<file path="src/rtl/vending_ctrl.sv">
// Drink vending controller: banks coins toward PRICE, dispenses one drink,
// then pays back change one ruble per cycle. Cancel refunds the banked credit.
module vending_ctrl #(
    parameter int PRICE     = 5,
    parameter int COIN_W    = 3,
    parameter int CREDIT_W  = 4,
    parameter int STOCK_MAX = 8,
    parameter int STOCK_W   = 4
) (
    input  logic                CLK,
    input  logic                reset,
    input  logic [COIN_W-1:0]   coin_value,
    input  logic                cancel,
    input  logic                restock,
    output logic                take_ur_drink,
    output logic                give_1_ruble_back,
    output logic                coin_reject,
    output logic [CREDIT_W-1:0] credit,
    output logic [STOCK_W-1:0]  stock,
    output logic                busy,
    output logic                sold_out
);

    typedef enum logic [1:0] {IDLE, COLLECT, VEND, CHANGE} state_t;

    localparam logic [CREDIT_W:0]  PRICE_X    = (CREDIT_W+1)'(PRICE);
    localparam logic [STOCK_W-1:0] STOCK_FULL = STOCK_W'(STOCK_MAX);

    state_t              r_state, w_state_nxt;
    logic [CREDIT_W-1:0] r_credit, w_credit_nxt;
    logic [CREDIT_W-1:0] r_change, w_change_nxt;
    logic [STOCK_W-1:0]  r_stock, w_stock_nxt;
    logic [CREDIT_W:0]   w_sum;
    logic                w_coin;

    // One extra bit so credit+coin can never wrap before the PRICE compare.
    assign w_coin = (coin_value != '0);
    assign w_sum  = {1'b0, r_credit} + (CREDIT_W+1)'(coin_value);

    assign take_ur_drink     = (r_state == VEND);
    assign give_1_ruble_back = (r_state == CHANGE);
    assign busy              = (r_state == VEND) || (r_state == CHANGE);
    assign sold_out          = (r_stock == '0);
    assign coin_reject       = w_coin && (busy || (sold_out && !cancel));
    assign credit            = r_credit;
    assign stock             = r_stock;

    always_ff @(posedge CLK or posedge reset) begin
        if (reset) begin
            r_state  <= IDLE;
            r_credit <= '0;
            r_change <= '0;
            r_stock  <= STOCK_FULL;
        end else begin
            r_state  <= w_state_nxt;
            r_credit <= w_credit_nxt;
            r_change <= w_change_nxt;
            r_stock  <= w_stock_nxt;
        end
    end

    always_comb begin
        w_state_nxt  = r_state;
        w_credit_nxt = r_credit;
        w_change_nxt = r_change;
        w_stock_nxt  = r_stock;
        case (r_state)
            IDLE, COLLECT: begin
                if (restock && (r_state == IDLE))
                    w_stock_nxt = STOCK_FULL;
                // A coin arriving with cancel is refunded, never banked.
                if (cancel) begin
                    if ((r_state == COLLECT) || w_coin) begin
                        w_change_nxt = w_sum[CREDIT_W-1:0];
                        w_credit_nxt = '0;
                        w_state_nxt  = CHANGE;
                    end
                end else if (w_coin && !sold_out) begin
                    if (w_sum < PRICE_X) begin
                        w_credit_nxt = w_sum[CREDIT_W-1:0];
                        w_state_nxt  = COLLECT;
                    end else begin
                        w_change_nxt = CREDIT_W'(w_sum - PRICE_X);
                        w_credit_nxt = '0;
                        w_state_nxt  = VEND;
                    end
                end
            end
            VEND: begin
                if (r_stock != '0)
                    w_stock_nxt = r_stock - 1'b1;
                w_state_nxt = (r_change != '0) ? CHANGE : IDLE;
            end
            CHANGE: begin
                w_change_nxt = r_change - 1'b1;
                if (r_change <= CREDIT_W'(1))
                    w_state_nxt = IDLE;
            end
            default: w_state_nxt = IDLE;
        endcase
    end

endmodule

</file>
<file path="config.mk">
export PLATFORM = sky130hd
export DESIGN_NAME = vending_ctrl
export DESIGN_NICKNAME = d
export VERILOG_FILES = /design/src/rtl/vending_ctrl.sv
export SDC_FILE = /design/constraint.sdc
export NUM_CORES = 1
export LEC_CHECK = 0
export ABC_CLOCK_PERIOD_IN_PS = 2100
export BUFFER_PORTS_ARGS = -buffer_cell sky130_fd_sc_hd__buf_2
export CAP_MARGIN = 25
export CORE_ASPECT_RATIO = 1.1
export CORE_MARGIN = 2
export CORE_UTILIZATION = 49
export DETAILED_ROUTE_END_ITERATION = 10
export GPL_ROUTABILITY_DRIVEN = 0
export GPL_TIMING_DRIVEN = 0
export PLACE_DENSITY_LB_ADDON = 0.15
export SETUP_SLACK_MARGIN = 0.02
export SLEW_MARGIN = 15
export SYNTH_ARGS = -nofsm -noshare
export SYNTH_HDL_FRONTEND = slang
export SYNTH_SLANG_ARGS = --single-unit
export TNS_END_PERCENT = 5
</file>
<file path="constraint.sdc">
create_clock -name CLK -period 2.1 [get_ports CLK]
set_input_delay 0.105 -clock CLK [delete_from_list [all_inputs] [get_ports CLK]]
set_output_delay 0.105 -clock CLK [all_outputs]
set_load 0.05 [all_outputs]
</file>
After elaboration in Yosys (flattened, before gate mapping):

Index checks and enable logic that the tools add are counted.
Widths: inputs -> output; s select.

* reductions and logical operators: 22
* muxes and demuxes: 19
* eq/ne operators: 10
* order comparisons: 2
* $add $sub $neg: 4

Operators with widths (number)
* $mux 4: 10
* $pmux 4 s2: 2
* $mux 2: 6
* $ne 3x3->1 const B: 3
* $reduce_and 3->1: 3
* $reduce_bool 4->1: 2
* $sub 4x1->4 const B: 2
* $ne 2x1->1 const B: 3
* $pmux 2 s3: 1
* $reduce_bool 2->1: 3
* $add 4x3->5: 1
* $lt 5x3->1 const B: 1
* $eq 2x2->1 const B: 2
* $le 4x1->1 const B: 1
* $logic_and 1x1->1: 4
* $logic_not 4->1: 1
* $reduce_and 4->1: 1
* $sub 4x3->4 const B: 1
* $logic_or 1x1->1: 3
* $reduce_bool 3->1: 1
* $eq 2x1->1 const B: 1
* $logic_not 1->1: 2
* $logic_not 2->1: 1
* $ne 2x2->1 const B: 1
* $reduce_or 2->1: 1

* register bits after elaboration: 14

Longest topological paths before layout:

Gate-level depths: netlist of run 1.

* word-level depth: 6
* mapped depth: 8

Least setup slack after synthesis of run 1:

OpenSTA, ideal clock, no wires.

* path type: register to output
* start point: register r_stock[0], in the netlist stock[0]
* end point: output coin_reject
* path slack: -498 ps
* stages on the path, launching flop included: 7
* arrival: 2493 ps
* cells stage by stage: dfrtp_1 inv_1 ha_1 nor3b_4 nor2b_4 nor2_1 nor2_1

* cells in the longest elaborated chain, start to end: 4

RTL lines
* from (decl): RTL line 32 `logic [STOCK_W-1:0] r_stock, w_stock_nxt;`
* from (signal assigned): RTL line 58 `r_stock <= w_stock_nxt;`
* $logic_not 4->1: RTL line 43 `assign sold_out = (r_stock == '0);`
* named net sold_out: RTL line 21 `output logic sold_out`
* $logic_and 1x1->1: RTL line 44 `assign coin_reject = w_coin && (busy || (sold_out && !cancel));`
* $logic_or 1x1->1: RTL line 44
* $logic_and 1x1->1: RTL line 44
* to (decl): RTL line 17 `output logic coin_reject,`

The timed path passes the listed nets, and every way through them passes these cells.

Worst setup path in the final report of run 1:

* start point: register r_credit[0], in the netlist credit[0]
* end point: register r_change[0]

* cells in the longest elaborated chain, start to end: 6

RTL lines
* from (decl): RTL line 30 `logic [CREDIT_W-1:0] r_credit, w_credit_nxt;`
* from (signal assigned): RTL line 56 `r_credit <= w_credit_nxt;`
* $add 4x3->5 *: RTL line 38 `assign w_sum = {1'b0, r_credit} + (CREDIT_W+1)'(coin_value);`
* $sub 4x3->4: RTL line 83 `w_change_nxt = CREDIT_W'(w_sum - PRICE_X);`
* $mux 4: RTL line 79 `if (w_sum < PRICE_X) begin`
* $mux 4: RTL line 78 `end else if (w_coin && !sold_out) begin`
* $mux 4: RTL line 72 `if (cancel) begin`
* $pmux 4 s2: RTL line 67 `case (r_state)`
* to (signal assigned): RTL line 57 `r_change <= w_change_nxt;`
* to (decl): RTL line 31 `logic [CREDIT_W-1:0] r_change, w_change_nxt;`

Every way passes the cells marked *; elsewhere a longest branch is shown, timed or not. The select of a mux whose other input is x is not followed.
A chain may end at the register's enable or synchronous reset.

==> impl_results.html, run 1 <==
<table>
<tr><th>Metric</th><th>Value</th></tr>
<tr><th colspan="2">Timing</th></tr>
<tr><td>Count of pins over their slew limit</td><td>0</td></tr>
<tr><td>Post-route fraction of the period consumed by the critical path</td><td>0.9830</td></tr>
<tr><td>Slew at the pin with the worst max-slew slack</td><td>0.5613 ns</td></tr>
<tr><td>Highest clock frequency the design can meet</td><td>around 480 MHz</td></tr>
<tr><td>Final clock skew</td><td>roughly 0.012 ns</td></tr>
<tr><td>Relative slew slack</td><td>0.6254</td></tr>
<tr><td>RSZ-0062 raised after global routing</td><td>yes</td></tr>
<tr><td>Number of failing setup endpoints in the final timing report</td><td>0</td></tr>
<tr><td>Post-route setup TNS</td><td>0 ns</td></tr>
<tr><td>Shortest period the worst path allows</td><td>around 2.1 ns</td></tr>
<tr><td>Final Hold Vio Count</td><td>0</td></tr>
<tr><th colspan="2">Drt</th></tr>
<tr><td>Final wirelength</td><td>2.272 mm</td></tr>
<tr><td>Vias/cell</td><td>~5.5</td></tr>
<tr><td>Initial DRC count</td><td>16</td></tr>
<tr><td>Number of vias in the routed layout</td><td>~930</td></tr>
<tr><td>Number of detailed-route iterations in the first pass</td><td>4</td></tr>
<tr><td>Average wire per standard cell</td><td>13.44 um</td></tr>
<tr><td>Drc violations</td><td>0</td></tr>
<tr><td>Count of antenna-violating nets left after detailed routing</td><td>0</td></tr>
<tr><th colspan="2">Worst setup path</th></tr>
<tr><td>CP endpoint kind</td><td>flip-flop</td></tr>
<tr><td>Type of the worst setup path</td><td>flip-flop to flip-flop</td></tr>
<tr><td>Largest stage delay on the critical path</td><td>around 0.56 ns</td></tr>
<tr><td>Req. time, crit path</td><td>~2.3 ns</td></tr>
<tr><td>Number of buffers and inverters on the critical path</td><td>0</td></tr>
<tr><td>Arrival time worst endpoint</td><td>roughly 2.2 ns</td></tr>
<tr><td>Critical path, cell by cell</td><td>ha_4 &gt; fa_2 &gt; or2_4 &gt; nand2_2 &gt; o211ai_1 &gt; nand2b_4 &gt; a311o_1</td></tr>
<tr><td>Largest delay share family, worst path</td><td>adder cells</td></tr>
<tr><td>Critical-path maximum fanout</td><td>4</td></tr>
<tr><td>Slowest cell on crit path</td><td>sky130_fd_sc_hd__fa_2</td></tr>
<tr><td>Kind of launch point of the worst setup path</td><td>flip-flop</td></tr>
<tr><th colspan="2">CTS</th></tr>
<tr><td>Longest Clk Path Bufs</td><td>2</td></tr>
<tr><td>Clock root buffer</td><td>sky130_fd_sc_hd__clkbuf_4</td></tr>
<tr><td>CTS clock-pin slew for the worst setup and hold paths</td><td>around 0.09 ns</td></tr>
<tr><td>Number of sinks driven by the clock tree</td><td>14</td></tr>
<tr><td>CTS tree</td><td>yes</td></tr>
<tr><td>TritonCTS buffer count</td><td>3</td></tr>
<tr><td>Later-pin clock latency in the skew report</td><td>roughly 0.28 ns</td></tr>
<tr><td>Number of H-tree branching levels</td><td>1</td></tr>
<tr><th colspan="2">Logic synthesis</th></tr>
<tr><td>EDFF count, synth</td><td>0</td></tr>
<tr><td>Synthesized area per cell</td><td>9.268 sq um</td></tr>
<tr><td>Main combinational cell family by area after synthesis</td><td>simple AND/OR/NAND/NOR gates</td></tr>
<tr><td>Mapped Area</td><td>0.001047 sq mm</td></tr>
<tr><td>Synthesized-area fraction occupied by and/or/nand/nor cells</td><td>0.2413</td></tr>
<tr><td>Distinct cell type count of the synthesized netlist</td><td>43</td></tr>
<tr><td>Post-Synthesis Net Count</td><td>about 130</td></tr>
<tr><td>Synth Flop Type</td><td>sky130_fd_sc_hd__dfrtp_1</td></tr>
<tr><td>FFs w/ async S/R, synth</td><td>1.000</td></tr>
<tr><td>Cell count after synthesis</td><td>between 100 and 150</td></tr>
<tr><td>Compound-Gate Fraction of Synth Area</td><td>0.2007</td></tr>
<tr><td>Post-synthesis xor/xnor area fraction</td><td>0.05376</td></tr>
<tr><td>Number of synthesized register bits</td><td>14</td></tr>
<tr><td>Number of synthesis warnings</td><td>0</td></tr>
<tr><td>Mux contribution to synthesized area</td><td>0.009558</td></tr>
<tr><td>Post-synthesis share of cell area spent on full adders, half adders and majority gates</td><td>0.1027</td></tr>
<tr><td>Sequential share of the synthesized area</td><td>0.3357</td></tr>
<tr><th colspan="2">Finish</th></tr>
<tr><td>Antenna diode count</td><td>0</td></tr>
<tr><td>Area of all placed cells without fillers</td><td>0.001321 sq mm</td></tr>
<tr><td>Leading cell types in the layout, fill and taps excluded</td><td>20 x sky130_fd_sc_hd__buf_2, 10 x sky130_fd_sc_hd__dfrtp_1, 9 x sky130_fd_sc_hd__nand2_1</td></tr>
<tr><td>Growth of design area from synthesis to finish</td><td>26.17%</td></tr>
<tr><td>Post-layout net count</td><td>approximately 160</td></tr>
<tr><td>Most frequent standard cell in the layout excluding fill and tap cells</td><td>sky130_fd_sc_hd__buf_2</td></tr>
<tr><td>Share of final-layout standard cells stronger than drive strength 1</td><td>0.3830</td></tr>
<tr><td>Fillcell total</td><td>approximately 180</td></tr>
<tr><th colspan="2">Floorplan</th></tr>
<tr><td>Number of I/O pins</td><td>20</td></tr>
<tr><td>Die Y</td><td>52.49 um</td></tr>
<tr><td>Area enclosed by the die boundary</td><td>0.002523 sq mm</td></tr>
<tr><td>Effective utilization at floorplan</td><td>0.5183</td></tr>
<tr><td>Placement Rows</td><td>17</td></tr>
<tr><td>Die width</td><td>between 40 and 50 um</td></tr>
<tr><td>Core box area</td><td>0.002021 sq mm</td></tr>
<tr><th colspan="2">GRT</th></tr>
<tr><td>Aggregate global-route resource usage</td><td>0.2196</td></tr>
<tr><td>Most used routing layer in global routing</td><td>met2</td></tr>
<tr><td>Via count of the first global-routing pass</td><td>927</td></tr>
<tr><td>Largest net degree at the start of global routing</td><td>15</td></tr>
<tr><td>Antenna violations before repair</td><td>0</td></tr>
<tr><td>Wire length of the first global-routing pass</td><td>roughly 4 mm</td></tr>
<tr><td>Met2 Resource Use GR</td><td>0.3800</td></tr>
<tr><td>GR Util met3</td><td>0.04138</td></tr>
<tr><td>Global-route track usage on met1</td><td>0.2717</td></tr>
<tr><td>GR Overflow Total</td><td>0</td></tr>
<tr><th colspan="2">Job</th></tr>
<tr><td>Max-Cap Viols</td><td>0</td></tr>
<tr><th colspan="2">Pwr</th></tr>
<tr><td>Power density relative to cell area</td><td>approximately 1700 mW/mm^2</td></tr>
<tr><td>Switching power</td><td>1.107 mW</td></tr>
<tr><td>IR drop worst, VDD</td><td>0.0007917 V</td></tr>
<tr><td>Flop pwr share</td><td>0.242</td></tr>
<tr><td>LEAKAGE</td><td>between 0.6 and 0.7 nW</td></tr>
<tr><td>Power share of the clock group</td><td>0.089</td></tr>
<tr><td>Design internal power</td><td>between 1 and 1.5 mW</td></tr>
<tr><td>Part of the total power dissipated in combinational logic</td><td>0.669</td></tr>
<tr><td>Share of total power consumed by net switching</td><td>0.5050</td></tr>
<tr><th colspan="2">Place</th></tr>
<tr><td>Placement-stage cell area</td><td>0.001196 sq mm</td></tr>
<tr><td>Count of port buffers added during placement</td><td>18</td></tr>
<tr><td>HPWL after detailed placement</td><td>approximately 1.7 mm</td></tr>
<tr><th colspan="2">Hold path</th></tr>
<tr><td>Class of the tightest hold or removal check</td><td>primary input to flip-flop</td></tr>
<tr><th colspan="2">Run status</th></tr>
<tr><td>Run status</td><td>finished clean</td></tr>
</table>
[sequential cells by signal (all words and copies together), names as in the netlist]
register and count:
credit 4, r_change 4, stock 4, r_state 2
[Yosys cell counts, types with 2 or more instances]
library cell                n  share of area
sky130_fd_sc_hd__dfrtp_1   13           0.31
sky130_fd_sc_hd__buf_2      2         0.0096
sky130_fd_sc_hd__o31ai_1    4          0.029
sky130_fd_sc_hd__clkbuf_1   2         0.0072
sky130_fd_sc_hd__nor3_1     5          0.024
sky130_fd_sc_hd__ha_1       7          0.084
sky130_fd_sc_hd__nand2_1   10          0.036
sky130_fd_sc_hd__o21ai_0    2         0.0096
sky130_fd_sc_hd__inv_1      8          0.029
sky130_fd_sc_hd__a21o_1     2          0.014
sky130_fd_sc_hd__or2_2      2          0.012
sky130_fd_sc_hd__nor4_1     2          0.012
sky130_fd_sc_hd__nor2_1    10          0.036
sky130_fd_sc_hd__a211oi_1   2          0.014
sky130_fd_sc_hd__nor2b_1    2          0.012
sky130_fd_sc_hd__a21oi_1    8          0.038
sky130_fd_sc_hd__a22o_1     5          0.042
sky130_fd_sc_hd__xor2_1     2          0.017
[cell families after synthesis]
group	after synthesis
AOI/OAI and AO/OA	30
buffers and inverters	13
and+or+nand+nor	43
adders and majority gates	8
DFF	14
muxes	1
xor gates and xnor gates	4
[tightest hold or removal path: stages]
cell                       delay [ns]
sky130_fd_sc_hd__buf_2           0.08
sky130_fd_sc_hd__o21bai_1        0.11
sky130_fd_sc_hd__nand2_1         0.09
sky130_fd_sc_hd__nand2_1         0.04
[repair_timing]
item                                    CTS  global route
gates resized for setup                   8             2
buffers inserted                          4             1
hold buffers                              1             0
pin swaps                                 7             3
hold endpoints to repair                 13             0
endpoints found under the setup margin    8            10
[per-stage QoR]
step | total power, mW | util | worst slack (ns) | instances | hold slack (ns)
after floorplan | 1.618 | - | -0.2270 | 113 | -0.006699
after global placement | 1.856 | 0.5920 | -0.07277 | 159 | 0.1818
after detailed placement | 1.884 | 0.5920 | -0.1133 | 159 | 0.1851
after CTS | 2.191 | 0.6477 | -0.008165 | 168 | 0.1753
after global routing | 2.388 | 0.6539 | -0.04759 | 169 | 0.1968
final | 2.193 | 0.6539 | 0.03562 | 169 | 0.1760
[power groups by stage]
stage               Sequential [mW]  Clock [mW]  Combinational (mW)
finish                        0.530       0.195                1.47
global route                  0.551       0.218                1.62
CTS                           0.529       0.205                1.46
detailed placement            0.532           0                1.35
global placement              0.525           0                1.33
floorplan                     0.702           0               0.916
[routing by layer]
layer  up-vias  wire [um]
met1       455       1011
met4         0         23
li1        455          -
met3         4         65
met5         -          0
met2        19       1171
[cell type report]
cell class	count	area (sq um)	share of cell area
clock buffers	4	36.28	0.02746
multi-input cells	86	698.2	0.5284
flip-flops and latches	14	355.3	0.2689
plain buffers	5	28.78	0.02178
inverters	8	30.03	0.02273
repair buffers	24	137.6	0.1042
well taps	28	35.03	0.02652
[path summary, 6_finish.rpt]
kind | end | slack (ns) | startpoint | depth (start not counted)
setup / recovery | r_change[0] | 0.04 | credit[0] | 7
hold / removal | stock[2] | 0.18 | restock | 4
setup reg to reg | r_change[0] | 0.04 | credit[0] | 7
hold reg to reg | credit[2] | 0.54 | credit[2] | 1
max in group asynchronous | stock[1] | 1.27 | reset | 3
min in group asynchronous | r_change[3] | 0.41 | reset | 3
Power figures use the tool's default switching activity.
==> run 2, diff against run 1 <==
==> constraint.sdc (replaced) <==
create_clock -name CLK -period 2.1 [get_ports CLK]
set_input_delay 0.21 -clock CLK [delete_from_list [all_inputs] [get_ports CLK]]
set_output_delay 0.21 -clock CLK [all_outputs]
set_load 0.05 [all_outputs]
==> impl_results.html, run 2 (synthesized netlist as in run 1, its figures left out) <==
<table>
<tr><th>Metric</th><th>Value</th></tr>
<tr><th colspan="2">Run status</th></tr>
<tr><td>Run status</td><td>finished clean</td></tr>
<tr><th colspan="2">Floorplan</th></tr>
<tr><td>Placement Rows</td><td>17</td></tr>
<tr><td>Area enclosed by the die boundary</td><td>approximately 0.0025 sq mm</td></tr>
<tr><td>Core box area</td><td>between 0.002 and 0.0025 sq mm</td></tr>
<tr><td>Number of I/O pins</td><td>20</td></tr>
<tr><td>Die width</td><td>between 40 and 50 um</td></tr>
<tr><td>Effective utilization at floorplan</td><td>0.5183</td></tr>
<tr><td>Die Y</td><td>52.49 um</td></tr>
<tr><th colspan="2">Finish</th></tr>
<tr><td>Growth of design area from synthesis to finish</td><td>27.12%</td></tr>
<tr><td>Leading cell types in the layout, fill and taps excluded</td><td>20 x sky130_fd_sc_hd__buf_2, 10 x sky130_fd_sc_hd__dfrtp_1, 9 x sky130_fd_sc_hd__nand2_1</td></tr>
<tr><td>Most frequent standard cell in the layout excluding fill and tap cells</td><td>sky130_fd_sc_hd__buf_2</td></tr>
<tr><td>Area of all placed cells without fillers</td><td>0.001331 sq mm</td></tr>
<tr><td>Share of final-layout standard cells stronger than drive strength 1</td><td>0.3873</td></tr>
<tr><td>Antenna diode count</td><td>0</td></tr>
<tr><td>Post-layout net count</td><td>158</td></tr>
<tr><th colspan="2">CTS</th></tr>
<tr><td>CTS clock-pin slew for the worst setup and hold paths</td><td>approximately 0.09 ns</td></tr>
<tr><td>Number of sinks driven by the clock tree</td><td>14</td></tr>
<tr><td>Longest Clk Path Bufs</td><td>2</td></tr>
<tr><td>Number of H-tree branching levels</td><td>1</td></tr>
<tr><td>CTS tree</td><td>yes</td></tr>
<tr><td>TritonCTS buffer count</td><td>3</td></tr>
<tr><td>Clock root buffer</td><td>sky130_fd_sc_hd__clkbuf_4</td></tr>
<tr><td>Later-pin clock latency in the skew report</td><td>0.28 ns</td></tr>
<tr><th colspan="2">Timing</th></tr>
<tr><td>Shortest period the worst path allows</td><td>roughly 2.1 ns</td></tr>
<tr><td>Post-route setup TNS</td><td>0 ns</td></tr>
<tr><td>Count of pins over their slew limit</td><td>0</td></tr>
<tr><td>Highest clock frequency the design can meet</td><td>about 480 MHz</td></tr>
<tr><td>Slew at the pin with the worst max-slew slack</td><td>0.6616 ns</td></tr>
<tr><td>Relative slew slack</td><td>0.5555</td></tr>
<tr><td>Final Hold Vio Count</td><td>0</td></tr>
<tr><td>Post-route fraction of the period consumed by the critical path</td><td>0.9914</td></tr>
<tr><td>Number of failing setup endpoints in the final timing report</td><td>0</td></tr>
<tr><td>RSZ-0062 raised after global routing</td><td>yes</td></tr>
<tr><td>Final clock skew</td><td>roughly 0.0016 ns</td></tr>
<tr><th colspan="2">Worst setup path</th></tr>
<tr><td>Type of the worst setup path</td><td>flip-flop to flip-flop</td></tr>
<tr><td>Endpoint of the lowest-slack register-to-register path</td><td>r_change[0]</td></tr>
<tr><td>Req. time, crit path</td><td>approximately 2.3 ns</td></tr>
<tr><td>Capturing element of the worst setup path</td><td>r_change[0]</td></tr>
<tr><td>Worst r2r src</td><td>credit[0]</td></tr>
<tr><td>Cell count of the worst reg-to-reg path</td><td>7</td></tr>
<tr><td>Arrival time worst endpoint</td><td>around 2.3 ns</td></tr>
<tr><td>Kind of launch point of the worst setup path</td><td>flip-flop</td></tr>
<tr><td>Critical-path maximum fanout</td><td>4</td></tr>
<tr><td>Start point of the critical path</td><td>credit[0]</td></tr>
<tr><td>CP endpoint kind</td><td>flip-flop</td></tr>
<tr><td>Reg2Reg Setup Slack</td><td>~0.018 ns</td></tr>
<tr><th colspan="2">Job</th></tr>
<tr><td>Max-Cap Viols</td><td>0</td></tr>
<tr><th colspan="2">GRT</th></tr>
<tr><td>Via count of the first global-routing pass</td><td>just under 900</td></tr>
<tr><td>Wire length of the first global-routing pass</td><td>3.919 mm</td></tr>
<tr><td>GR Overflow Total</td><td>0</td></tr>
<tr><td>Largest net degree at the start of global routing</td><td>15</td></tr>
<tr><td>Antenna violations before repair</td><td>0</td></tr>
<tr><td>Aggregate global-route resource usage</td><td>0.2202</td></tr>
<tr><th colspan="2">Pwr</th></tr>
<tr><td>Part of the total power dissipated in combinational logic</td><td>0.678</td></tr>
<tr><td>Design internal power</td><td>roughly 1.1 mW</td></tr>
<tr><td>LEAKAGE</td><td>0.6427 nW</td></tr>
<tr><td>Power share of the clock group</td><td>0.087</td></tr>
<tr><td>IR drop worst, VDD</td><td>0.0009203 V</td></tr>
<tr><td>Switching power</td><td>~1.1 mW</td></tr>
<tr><td>Flop pwr share</td><td>0.235</td></tr>
<tr><td>Share of total power consumed by net switching</td><td>0.5047</td></tr>
<tr><td>Power density relative to cell area</td><td>~1700 mW/mm^2</td></tr>
<tr><th colspan="2">Drt</th></tr>
<tr><td>Final wirelength</td><td>2.310 mm</td></tr>
<tr><td>Number of detailed-route iterations in the first pass</td><td>4</td></tr>
<tr><td>Average wire per standard cell</td><td>13.59 um</td></tr>
<tr><td>Vias/cell</td><td>5.388</td></tr>
<tr><td>Number of vias in the routed layout</td><td>~920</td></tr>
<tr><td>Count of antenna-violating nets left after detailed routing</td><td>0</td></tr>
<tr><td>Drc violations</td><td>0</td></tr>
<tr><td>Initial DRC count</td><td>29</td></tr>
<tr><th colspan="2">Hold path</th></tr>
<tr><td>Class of the tightest hold or removal check</td><td>primary input to flip-flop</td></tr>
<tr><th colspan="2">Place</th></tr>
<tr><td>Placement-stage cell area</td><td>0.001201 sq mm</td></tr>
<tr><td>Count of port buffers added during placement</td><td>18</td></tr>
<tr><td>HPWL after detailed placement</td><td>between 1.5 and 2 mm</td></tr>
</table>
## run 2: timing repair
action                                 4_1_cts  5_1_grt
pin swaps                                    6        5
endpoints found under the hold margin       13        0
gates resized for setup                      6        5
setup buffers                                5        1
setup endpoints to repair                    9        9
hold buffers                                 1        0
## run 2: worst min path at each step
stage / startpoint / to / slack, ns / cells past startpoint
3_5_place_dp: reset / credit[1] / 0.28 / 2
4_1_cts: restock / stock[2] / 0.27 / 4
2_1_floorplan: reset / credit[1] / 0.1 / 1
6_report: restock / stock[2] / 0.29 / 4
5_1_grt: restock / stock[2] / 0.30 / 4
3_3_place_gp: reset / credit[1] / 0.28 / 2
## run 2: worst max-delay path: stages (launching register included)
cell                       delay, ns
sky130_fd_sc_hd__dfrtp_2        0.44
sky130_fd_sc_hd__ha_4           0.17
sky130_fd_sc_hd__fa_2           0.55
sky130_fd_sc_hd__or2_4          0.15
sky130_fd_sc_hd__nand2_2        0.06
sky130_fd_sc_hd__o211ai_1       0.22
sky130_fd_sc_hd__nand2b_4       0.11
sky130_fd_sc_hd__a311o_1        0.28
## run 2: metrics by stage
step	total power, mW	utilization	hold WS [ns]	std cells	setup slack, ns
2_1_floorplan	1.623	-	0.09830	113	-0.2284
3_3_place_gp	1.860	0.5944	0.2784	159	-0.08461
3_5_place_dp	1.906	0.5944	0.2829	159	-0.09989
4_1_cts	2.215	0.6477	0.2736	169	-0.07424
5_1_grt	2.437	0.6588	0.2965	170	-0.07407
6_report	2.253	0.6588	0.2870	170	0.01811
## run 2: cell type report
| type | instances | area [sq um] |
|---|---|---|
| Tap cell | 28 | 35.03 |
| Multi-Input combinational cell | 86 | 700.7 |
| Inverter | 8 | 30.03 |
| Buffer | 5 | 28.78 |
| Sequential cell | 14 | 355.3 |
| Fill cell | 170 | 689.4 |
| Clock buffer | 4 | 36.28 |
| Timing Repair Buffer | 25 | 145.1 |
## run 2: layer usage
| metal | GRT usage | vias to the layer above | share of wire |
|---|---|---|---|
| met5 | 0 | - | 0 |
| met4 | 0.06306 | 0 | 0.0074 |
| met3 | 0.04483 | 2 | 0.040 |
| met2 | 0.3400 | 27 | 0.49 |
| met1 | 0.3059 | 427 | 0.46 |
| li1 | - | 460 | - |
## run 2: power by group through the flow
| stage | clock network [mW] | logic [mW] | registers, mW |
|---|---|---|---|
| after floorplan | 0 | 0.921 | 0.702 |
| after global placement | 0 | 1.34 | 0.522 |
| after detailed placement | 0 | 1.37 | 0.533 |
| after CTS | 0.203 | 1.48 | 0.530 |
| after global routing | 0.215 | 1.67 | 0.550 |
| final | 0.197 | 1.53 | 0.529 |
